File: src/rtl/seq_alu.sv
// Sequential ALU: single-cycle logic/arith/compare ops, iterative shift-add multiply.
// Define SEQ_ALU_DIV_EN to build the iterative signed divider (DIV/REM); otherwise they are illegal.
module seq_alu #(
  parameter int WIDTH = 32
) (
  input  logic             clk,
  input  logic             reset_n,
  input  logic             in_valid,
  output logic             in_ready,
  input  logic [5:0]       opsel,
  input  logic [WIDTH-1:0] a,
  input  logic [WIDTH-1:0] b,
  output logic             out_valid,
  input  logic             out_ready,
  output logic [WIDTH-1:0] result,
  output logic             err
);

  localparam logic [5:0] OP_ADD  = 6'h00, OP_SUB  = 6'h01, OP_AND  = 6'h04, OP_OR   = 6'h05;
  localparam logic [5:0] OP_XOR  = 6'h06, OP_MUL  = 6'h08, OP_DIV  = 6'h09, OP_REM  = 6'h0A;
  localparam logic [5:0] OP_MVHI = 6'h0B, OP_NAND = 6'h0C, OP_NOR  = 6'h0D, OP_XNOR = 6'h0E;
  localparam logic [5:0] OP_F    = 6'h10, OP_EQ   = 6'h11, OP_LT   = 6'h12, OP_LTE  = 6'h13;
  localparam logic [5:0] OP_EQZ  = 6'h15, OP_LTZ  = 6'h16, OP_LTEZ = 6'h17, OP_T    = 6'h18;
  localparam logic [5:0] OP_NE   = 6'h19, OP_GTE  = 6'h1A, OP_GT   = 6'h1B, OP_NEZ  = 6'h1D;
  localparam logic [5:0] OP_GTEZ = 6'h1E, OP_GTZ  = 6'h1F, OP_JAL  = 6'h20;

  localparam int CW = $clog2(WIDTH + 1);
  localparam logic [CW-1:0] LAST = CW'(WIDTH - 1);

  typedef enum logic [1:0] {IDLE = 2'd0, BUSY = 2'd1, DONE = 2'd2} state_t;

  state_t           state_r, state_s;
  logic [5:0]       op_r;
  logic [CW-1:0]    cnt_r;
  logic [WIDTH-1:0] acc_r, shf_r, opr_r;
  logic [WIDTH-1:0] acc_nx_s, shf_nx_s, opr_nx_s;
  logic [WIDTH-1:0] result_r, fin_res_s;
  logic             err_r, fin_err_s;
  logic             multi_s, last_s;
`ifdef SEQ_ALU_DIV_EN
  logic             dz_r, a_neg_r, q_neg_r;
  logic [WIDTH-1:0] a_r;
  logic [WIDTH-1:0] rem_sh_s;
  logic [WIDTH:0]   trial_s;
`endif

  function automatic logic [WIDTH-1:0] b2w(input logic c);
    return {{(WIDTH-1){1'b0}}, c};
  endfunction

  function automatic logic [WIDTH-1:0] abs_fn(input logic [WIDTH-1:0] x);
    return x[WIDTH-1] ? (~x + {{(WIDTH-1){1'b0}}, 1'b1}) : x;
  endfunction

  // Returns {err, result} for every opcode that completes in one cycle (illegal included).
  function automatic logic [WIDTH:0] single_op(input logic [5:0] op,
                                               input logic [WIDTH-1:0] x,
                                               input logic [WIDTH-1:0] y);
    logic signed [WIDTH-1:0] sx, sy;
    logic [WIDTH-1:0]        r;
    logic                    e;
    logic                    z;
    sx = $signed(x);
    sy = $signed(y);
    z  = (x == {WIDTH{1'b0}});
    r  = {WIDTH{1'b0}};
    e  = 1'b0;
    case (op)
      OP_ADD:  r = x + y;
      OP_SUB:  r = x - y;
      OP_AND:  r = x & y;
      OP_OR:   r = x | y;
      OP_XOR:  r = x ^ y;
      OP_NAND: r = ~(x & y);
      OP_NOR:  r = ~(x | y);
      OP_XNOR: r = ~(x ^ y);
      OP_MVHI: r = {y[WIDTH/2-1:0], {(WIDTH/2){1'b0}}};
      OP_JAL:  r = x + {y[WIDTH-3:0], 2'b00};
      OP_F:    r = {WIDTH{1'b0}};
      OP_EQ:   r = b2w(sx == sy);
      OP_LT:   r = b2w(sx < sy);
      OP_LTE:  r = b2w(sx <= sy);
      OP_EQZ:  r = b2w(z);
      OP_LTZ:  r = b2w(x[WIDTH-1]);
      OP_LTEZ: r = b2w(x[WIDTH-1] | z);
      OP_T:    r = b2w(1'b1);
      OP_NE:   r = b2w(sx != sy);
      OP_GTE:  r = b2w(sx >= sy);
      OP_GT:   r = b2w(sx > sy);
      OP_NEZ:  r = b2w(!z);
      OP_GTEZ: r = b2w(!x[WIDTH-1]);
      OP_GTZ:  r = b2w(!(x[WIDTH-1] | z));
      default: begin
        r = {WIDTH{1'b0}};
        e = 1'b1;
      end
    endcase
    return {e, r};
  endfunction

  // Which incoming opcodes take the iterative path.
  always_comb begin
    multi_s = (opsel == OP_MUL);
`ifdef SEQ_ALU_DIV_EN
    multi_s = multi_s | (opsel == OP_DIV) | (opsel == OP_REM);
`endif
  end

  // One shift-add (MUL) or restoring-subtract (DIV/REM) step on magnitudes.
  always_comb begin
    acc_nx_s = acc_r;
    shf_nx_s = shf_r;
    opr_nx_s = opr_r;
`ifdef SEQ_ALU_DIV_EN
    rem_sh_s = {WIDTH{1'b0}};
    trial_s  = {(WIDTH+1){1'b0}};
`endif
    if (op_r == OP_MUL) begin
      acc_nx_s = opr_r[0] ? (acc_r + shf_r) : acc_r;
      shf_nx_s = {shf_r[WIDTH-2:0], 1'b0};
      opr_nx_s = {1'b0, opr_r[WIDTH-1:1]};
    end else begin
`ifdef SEQ_ALU_DIV_EN
      // Partial remainder stays below the divisor magnitude, so its MSB is always clear.
      rem_sh_s = {acc_r[WIDTH-2:0], shf_r[WIDTH-1]};
      trial_s  = {1'b0, rem_sh_s} - {1'b0, opr_r};
      if (trial_s[WIDTH]) begin
        acc_nx_s = rem_sh_s;
        shf_nx_s = {shf_r[WIDTH-2:0], 1'b0};
      end else begin
        acc_nx_s = trial_s[WIDTH-1:0];
        shf_nx_s = {shf_r[WIDTH-2:0], 1'b1};
      end
`else
      acc_nx_s = acc_r;
`endif
    end
  end

  // Result of the last iteration, with sign correction and divide-by-zero override.
  always_comb begin
    fin_res_s = {WIDTH{1'b0}};
    fin_err_s = 1'b0;
    case (op_r)
      OP_MUL: fin_res_s = acc_nx_s;
`ifdef SEQ_ALU_DIV_EN
      OP_DIV: begin
        if (dz_r) begin
          fin_res_s = {WIDTH{1'b1}};
          fin_err_s = 1'b1;
        end else begin
          fin_res_s = q_neg_r ? (~shf_nx_s + {{(WIDTH-1){1'b0}}, 1'b1}) : shf_nx_s;
        end
      end
      OP_REM: begin
        if (dz_r) begin
          fin_res_s = a_r;
          fin_err_s = 1'b1;
        end else begin
          fin_res_s = a_neg_r ? (~acc_nx_s + {{(WIDTH-1){1'b0}}, 1'b1}) : acc_nx_s;
        end
      end
`endif
      default: begin
        fin_res_s = {WIDTH{1'b0}};
        fin_err_s = 1'b1;
      end
    endcase
  end

  assign last_s = (cnt_r == LAST);

  // Next-state logic.
  always_comb begin
    state_s = state_r;
    case (state_r)
      IDLE: begin
        if (in_valid) begin
          state_s = multi_s ? BUSY : DONE;
        end else begin
          state_s = IDLE;
        end
      end
      BUSY: begin
        if (last_s) begin
          state_s = DONE;
        end else begin
          state_s = BUSY;
        end
      end
      DONE: begin
        if (out_ready) begin
          state_s = IDLE;
        end else begin
          state_s = DONE;
        end
      end
      default: state_s = IDLE;
    endcase
  end

  // State register.
  always_ff @(posedge clk or negedge reset_n) begin
    if (!reset_n) begin
      state_r <= IDLE;
    end else begin
      state_r <= state_s;
    end
  end

  // Operand capture, iteration and result registers.
  always_ff @(posedge clk or negedge reset_n) begin
    if (!reset_n) begin
      op_r     <= 6'h00;
      cnt_r    <= {CW{1'b0}};
      acc_r    <= {WIDTH{1'b0}};
      shf_r    <= {WIDTH{1'b0}};
      opr_r    <= {WIDTH{1'b0}};
      result_r <= {WIDTH{1'b0}};
      err_r    <= 1'b0;
`ifdef SEQ_ALU_DIV_EN
      dz_r     <= 1'b0;
      a_neg_r  <= 1'b0;
      q_neg_r  <= 1'b0;
      a_r      <= {WIDTH{1'b0}};
`endif
    end else begin
      case (state_r)
        IDLE: begin
          if (in_valid) begin
            op_r  <= opsel;
            cnt_r <= {CW{1'b0}};
            if (multi_s) begin
              acc_r <= {WIDTH{1'b0}};
`ifdef SEQ_ALU_DIV_EN
              if (opsel == OP_MUL) begin
                shf_r <= a;
                opr_r <= b;
              end else begin
                shf_r   <= abs_fn(a);
                opr_r   <= abs_fn(b);
                dz_r    <= (b == {WIDTH{1'b0}});
                a_neg_r <= a[WIDTH-1];
                q_neg_r <= a[WIDTH-1] ^ b[WIDTH-1];
                a_r     <= a;
              end
`else
              shf_r <= a;
              opr_r <= b;
`endif
            end else begin
              {err_r, result_r} <= single_op(opsel, a, b);
            end
          end
        end
        BUSY: begin
          acc_r <= acc_nx_s;
          shf_r <= shf_nx_s;
          opr_r <= opr_nx_s;
          cnt_r <= cnt_r + {{(CW-1){1'b0}}, 1'b1};
          if (last_s) begin
            result_r <= fin_res_s;
            err_r    <= fin_err_s;
          end
        end
        default: begin
          result_r <= result_r;
        end
      endcase
    end
  end

  assign in_ready  = (state_r == IDLE);
  assign out_valid = (state_r == DONE);
  assign result    = result_r;
  assign err       = err_r;

endmodule

File: config.mk
export PLATFORM = sky130hd
export DESIGN_NAME = seq_alu
export DESIGN_NICKNAME = d
export VERILOG_FILES = /design/src/rtl/seq_alu.sv
export SDC_FILE = /design/constraint.sdc
export NUM_CORES = 1
export LEC_CHECK = 0
export BUFFER_PORTS_ARGS = -buffer_cell sky130_fd_sc_hd__buf_2
export CAP_MARGIN = 30
export CORE_UTILIZATION = 29
export DETAILED_ROUTE_END_ITERATION = 16
export SYNTH_ARGS = -nofsm -noshare
export SYNTH_HDL_FRONTEND = slang
export SYNTH_SLANG_ARGS = --single-unit
File: constraint.sdc
create_clock -name clk -period 3.9 [get_ports clk]
set_input_delay 1.17 -clock clk [delete_from_list [all_inputs] [get_ports clk]]
set_output_delay 1.17 -clock clk [all_outputs]
set_load 0.1 [all_outputs]
==> impl_metrics.tcl <==
set metrics [dict create \
    yosys.area.top_type "dfrtp_1" \
    ys_async_sr_fraction_pct 100 \
    synth_edf_count 0 \
    wl_per_cell_um 22.7 \
    p_seq_share_pct 26.3 \
    first_global_vias 17700 \
    yosysTopAreaCellShare_pct 22.3 \
    setup_viol 0 \
    clk_pin_slew_worst_paths_ns 0.07 \
    p_int_uw 3920 \
    power-per-cell-area_nw_per_um2 337 \
    die_area_sq_um 56300 \
    firstDrtPassIters 8 \
    ys.flop_type "dfrtp_1" \
    syn_to_final_growth_pct 30.2 \
    max_freq_mhz 262 \
    antenna_found_initial 3 \
    die_y_um 237 \
    ys_top_cells_by_area "dfrtp_1, ha_1, a21oi_1, o21ai_0, nand2_1" \
    met2_usage_pct 41.6 \
    vias 18200 \
    overflow 0 \
    ff_latch_area_sq_um 3580 \
    finalCriticalPeriod_ns 3.81 \
    cts.sinks 143 \
    ir_worst_vdd_mv 0.332 \
    tightest_slew_ns 0.978 \
    p_clk_share_pct 25.7 \
    grt.total_usage_pct 26.3 \
    met3_usage_pct 4.56 \
    syn_area_sq_um 16000 \
    cp_data_required_time_ns 4.28 \
    slowest_stage "nor3_1" \
    cts_max_level 4 \
    die_x_um 237 \
    numPortBuffers 108 \
    slew-limit-headroom_pct 34.7 \
    fin_crit_sh_pct 97.7 \
    grt.busiest_layer "met2" \
    grt_max_degree 127 \
    timing.hold.ws_ns 0.474 \
    vias_per_cell 5.57 \
    r2r_end "result[30]" \
    synth-seq-cells 143 \
    swShare_pct 44.3 \
    synth_cells 2149 \
    path_class "in2reg" \
    crit_path_start_kind "input port" \
    fin_skew_ns 0.0139 \
    row_count 85 \
    cts-root-buf "clkbuf_16" \
    design_power_total_uw 7040 \
    cts_tree "built" \
    io_pins 109 \
    drt_first_iter_violations 1602 \
    wirelength_um 74300 \
    comb_power_share_pct 48.0 \
    cts_made_buffers 17 \
    drv_slew 0 \
    r2r_cells 12 \
    crit_path_end_kind "register" \
    drv_cap 0 \
    multiInputGateArea_sq_um 11500 \
    grt_use_met1_pct 35.6 \
    status "complete, no violations" \
    insertion_delay_ns 0.50 \
    path_max_fanout 3 \
    place_inst 3238 \
    yosys_warnings 0 \
    hold_viol 0 \
    slowest_delay_ns 0.58 \
    fillers 5662 \
    grt_pass1_wl_um 111000 \
    clk_path_buf_depth 2 \
    arrival_ns 4.19 \
    syn-num-nets 2384 \
    seq_area_frac_synth_pct 22.3 \
    min-delay-start "op_r[5]" \
    worst_hold_path.endpoint "op_r[5]" \
    rsz0062_at_grt "true" \
    start_util_pct 29.6 \
    layout_common_cells "buf_4, a21oi_1, nand2_1" \
    drive_gt1_share_pct 24.5 \
    leakagePower_uw 0.00998 \
    syn_avg_cell_area_sq_um 7.46 \
    final_common_cell "buf_4" \
    layout.nets 2797 \
    synth.distinct_cells 104 \
    hold_depth 2 \
    drc_errors 0 \
    p_sw_uw 3120 \
    hold_path.class "reg2reg" \
    place_congestion 0.976 \
    core_sq_um 54200 \
    reg2reg_slack_ns 0.22 \
    regToRegStartpoint "shf_r[0]" \
    dp_hpwl_um 60300 \
    fin_cells 3273 \
    ant_nets 0 \
    path_cells "buf_2 -> ha_1 -> fa_1 -> a21o_1 -> a21oi_1 -> buf_4 -> o21a_1 -> nor3_1 -> o211ai_1 -> a31oi_1 -> buf_4 -> a21oi_1 -> mux2i_1 -> nor2_1 -> or3_1" \
]
-- cells in the mapped netlist, types with 14 or more instances --
| cell | number |
|---|---|
| o21ai_1 | 28 |
| nand4_1 | 25 |
| o22ai_1 | 16 |
| o21bai_1 | 21 |
| a221o_1 | 17 |
| clkbuf_1 | 101 |
| nand2_1 | 212 |
| a221oi_1 | 18 |
| nand3_1 | 55 |
| xor2_1 | 42 |
| o21ai_0 | 180 |
| nor3_1 | 30 |
| o221ai_1 | 17 |
| o21a_1 | 14 |
| inv_1 | 121 |
| nor4_1 | 23 |
| dfrtp_1 | 143 |
| a31oi_1 | 29 |
| a211oi_1 | 21 |
| buf_1 | 14 |
| a21oi_1 | 244 |
| o211ai_1 | 27 |
| a22oi_1 | 14 |
| mux2i_1 | 21 |
| xnor2_1 | 58 |
| ha_1 | 157 |
| nor2_1 | 198 |
| buf_2 | 20 |
| a21o_1 | 62 |
-- how the worst max path moves through the flow --
stage	end	start	slack [ns]
2_1_floorplan	result[28]	a[0]	0.002
3_3_place_gp	result[12]	a[0]	-0.54
3_5_place_dp	result[12]	a[0]	-0.61
4_1_cts	result[12]	a[0]	0.03
5_1_grt	result[24]	a[0]	-0.008
6_report	result[28]	a[2]	0.09
-- stage by stage --
| step | utilization [%] | setup slack [ns] | TNS, ns | area (sq um) |
|---|---|---|---|---|
| 6_report | 38.5 | 0.0904 | 0 | 20900 |
| 5_1_grt | 38.5 | -0.00805 | -0.00805 | 20900 |
| 4_1_cts | 38.4 | 0.0288 | 0 | 20800 |
| 3_5_place_dp | 37.2 | -0.611 | -8.81 | 20200 |
| 3_3_place_gp | 37.2 | -0.536 | -7.23 | 20200 |
| 2_1_floorplan | - | 0.00193 | 0 | 16000 |
-- kinds of logic (layout without fill, tap and decap cells) --
logic type | Yosys count | count (layout) | share of synthesized area (%)
multiplexers | 27 | 27 | 1.73
adder cells (fa/ha/maj) | 161 | 161 | 12.7
other | 0 | 2 | 0
AO/OA/AOI/OAI | 822 | 822 | 33.3
buffers and inverters | 270 | 696 | 6.82
AND/OR/NAND/NOR | 626 | 626 | 17.7
flip-flops | 143 | 143 | 22.3
XOR/XNOR | 100 | 100 | 5.46
-- registers in the layout, indices dropped and copies added, names as in the netlist --
register,cells
acc_r,32
cnt_r,6
err,1
op_r,6
opr_r,32
result,32
shf_r,32
state_r,2
-- power by group through the flow --
stage	Combinational, uW	Sequential [uW]	Clock, uW
2_1_floorplan	1700	2220	0
3_3_place_gp	3260	1870	0
3_5_place_dp	3300	1880	0
4_1_cts	3310	1850	1860
5_1_grt	3630	1880	1910
6_report	3380	1850	1810
-- worst max-delay path, delay by kind of cell --
kind	cells	cell delay (ns)
AOI/OAI and AO/OA	6	0.92
adders and majority gates	2	0.44
and+or+nand+nor	3	1.01
buffers and inverters	3	0.41
muxes	1	0.23
-- final cells by class --
class,count,area share [%]
Inverter,129,2.32
Clock buffer,17,2.04
Tap cell,696,4.17
Antenna cell,2,0.0240
Multi-Input combinational cell,1736,55.0
Clock inverter,15,0.905
Sequential cell,143,17.1
Timing Repair Buffer,535,18.4
-- per-layer routing --
metal / part of all wire (%) / vias to the layer above
met1: 45 / 8770
li1: - / 8648
met3: 6.9 / 131
met4: 3.3 / 2
met2: 45 / 688
met5: 0.015 / -
-- timing repair --
| action | in CTS | in global routing |
|---|---|---|
| hold buffers | 0 | 0 |
| buffers inserted | 0 | 1 |
| pin swaps | 0 | 3 |
| gates resized for setup | 2 | 13 |
| hold endpoints to repair | 0 | 0 |
| setup endpoints to repair | 2 | 16 |
No activity file was read; power rests on OpenSTA's default activity.
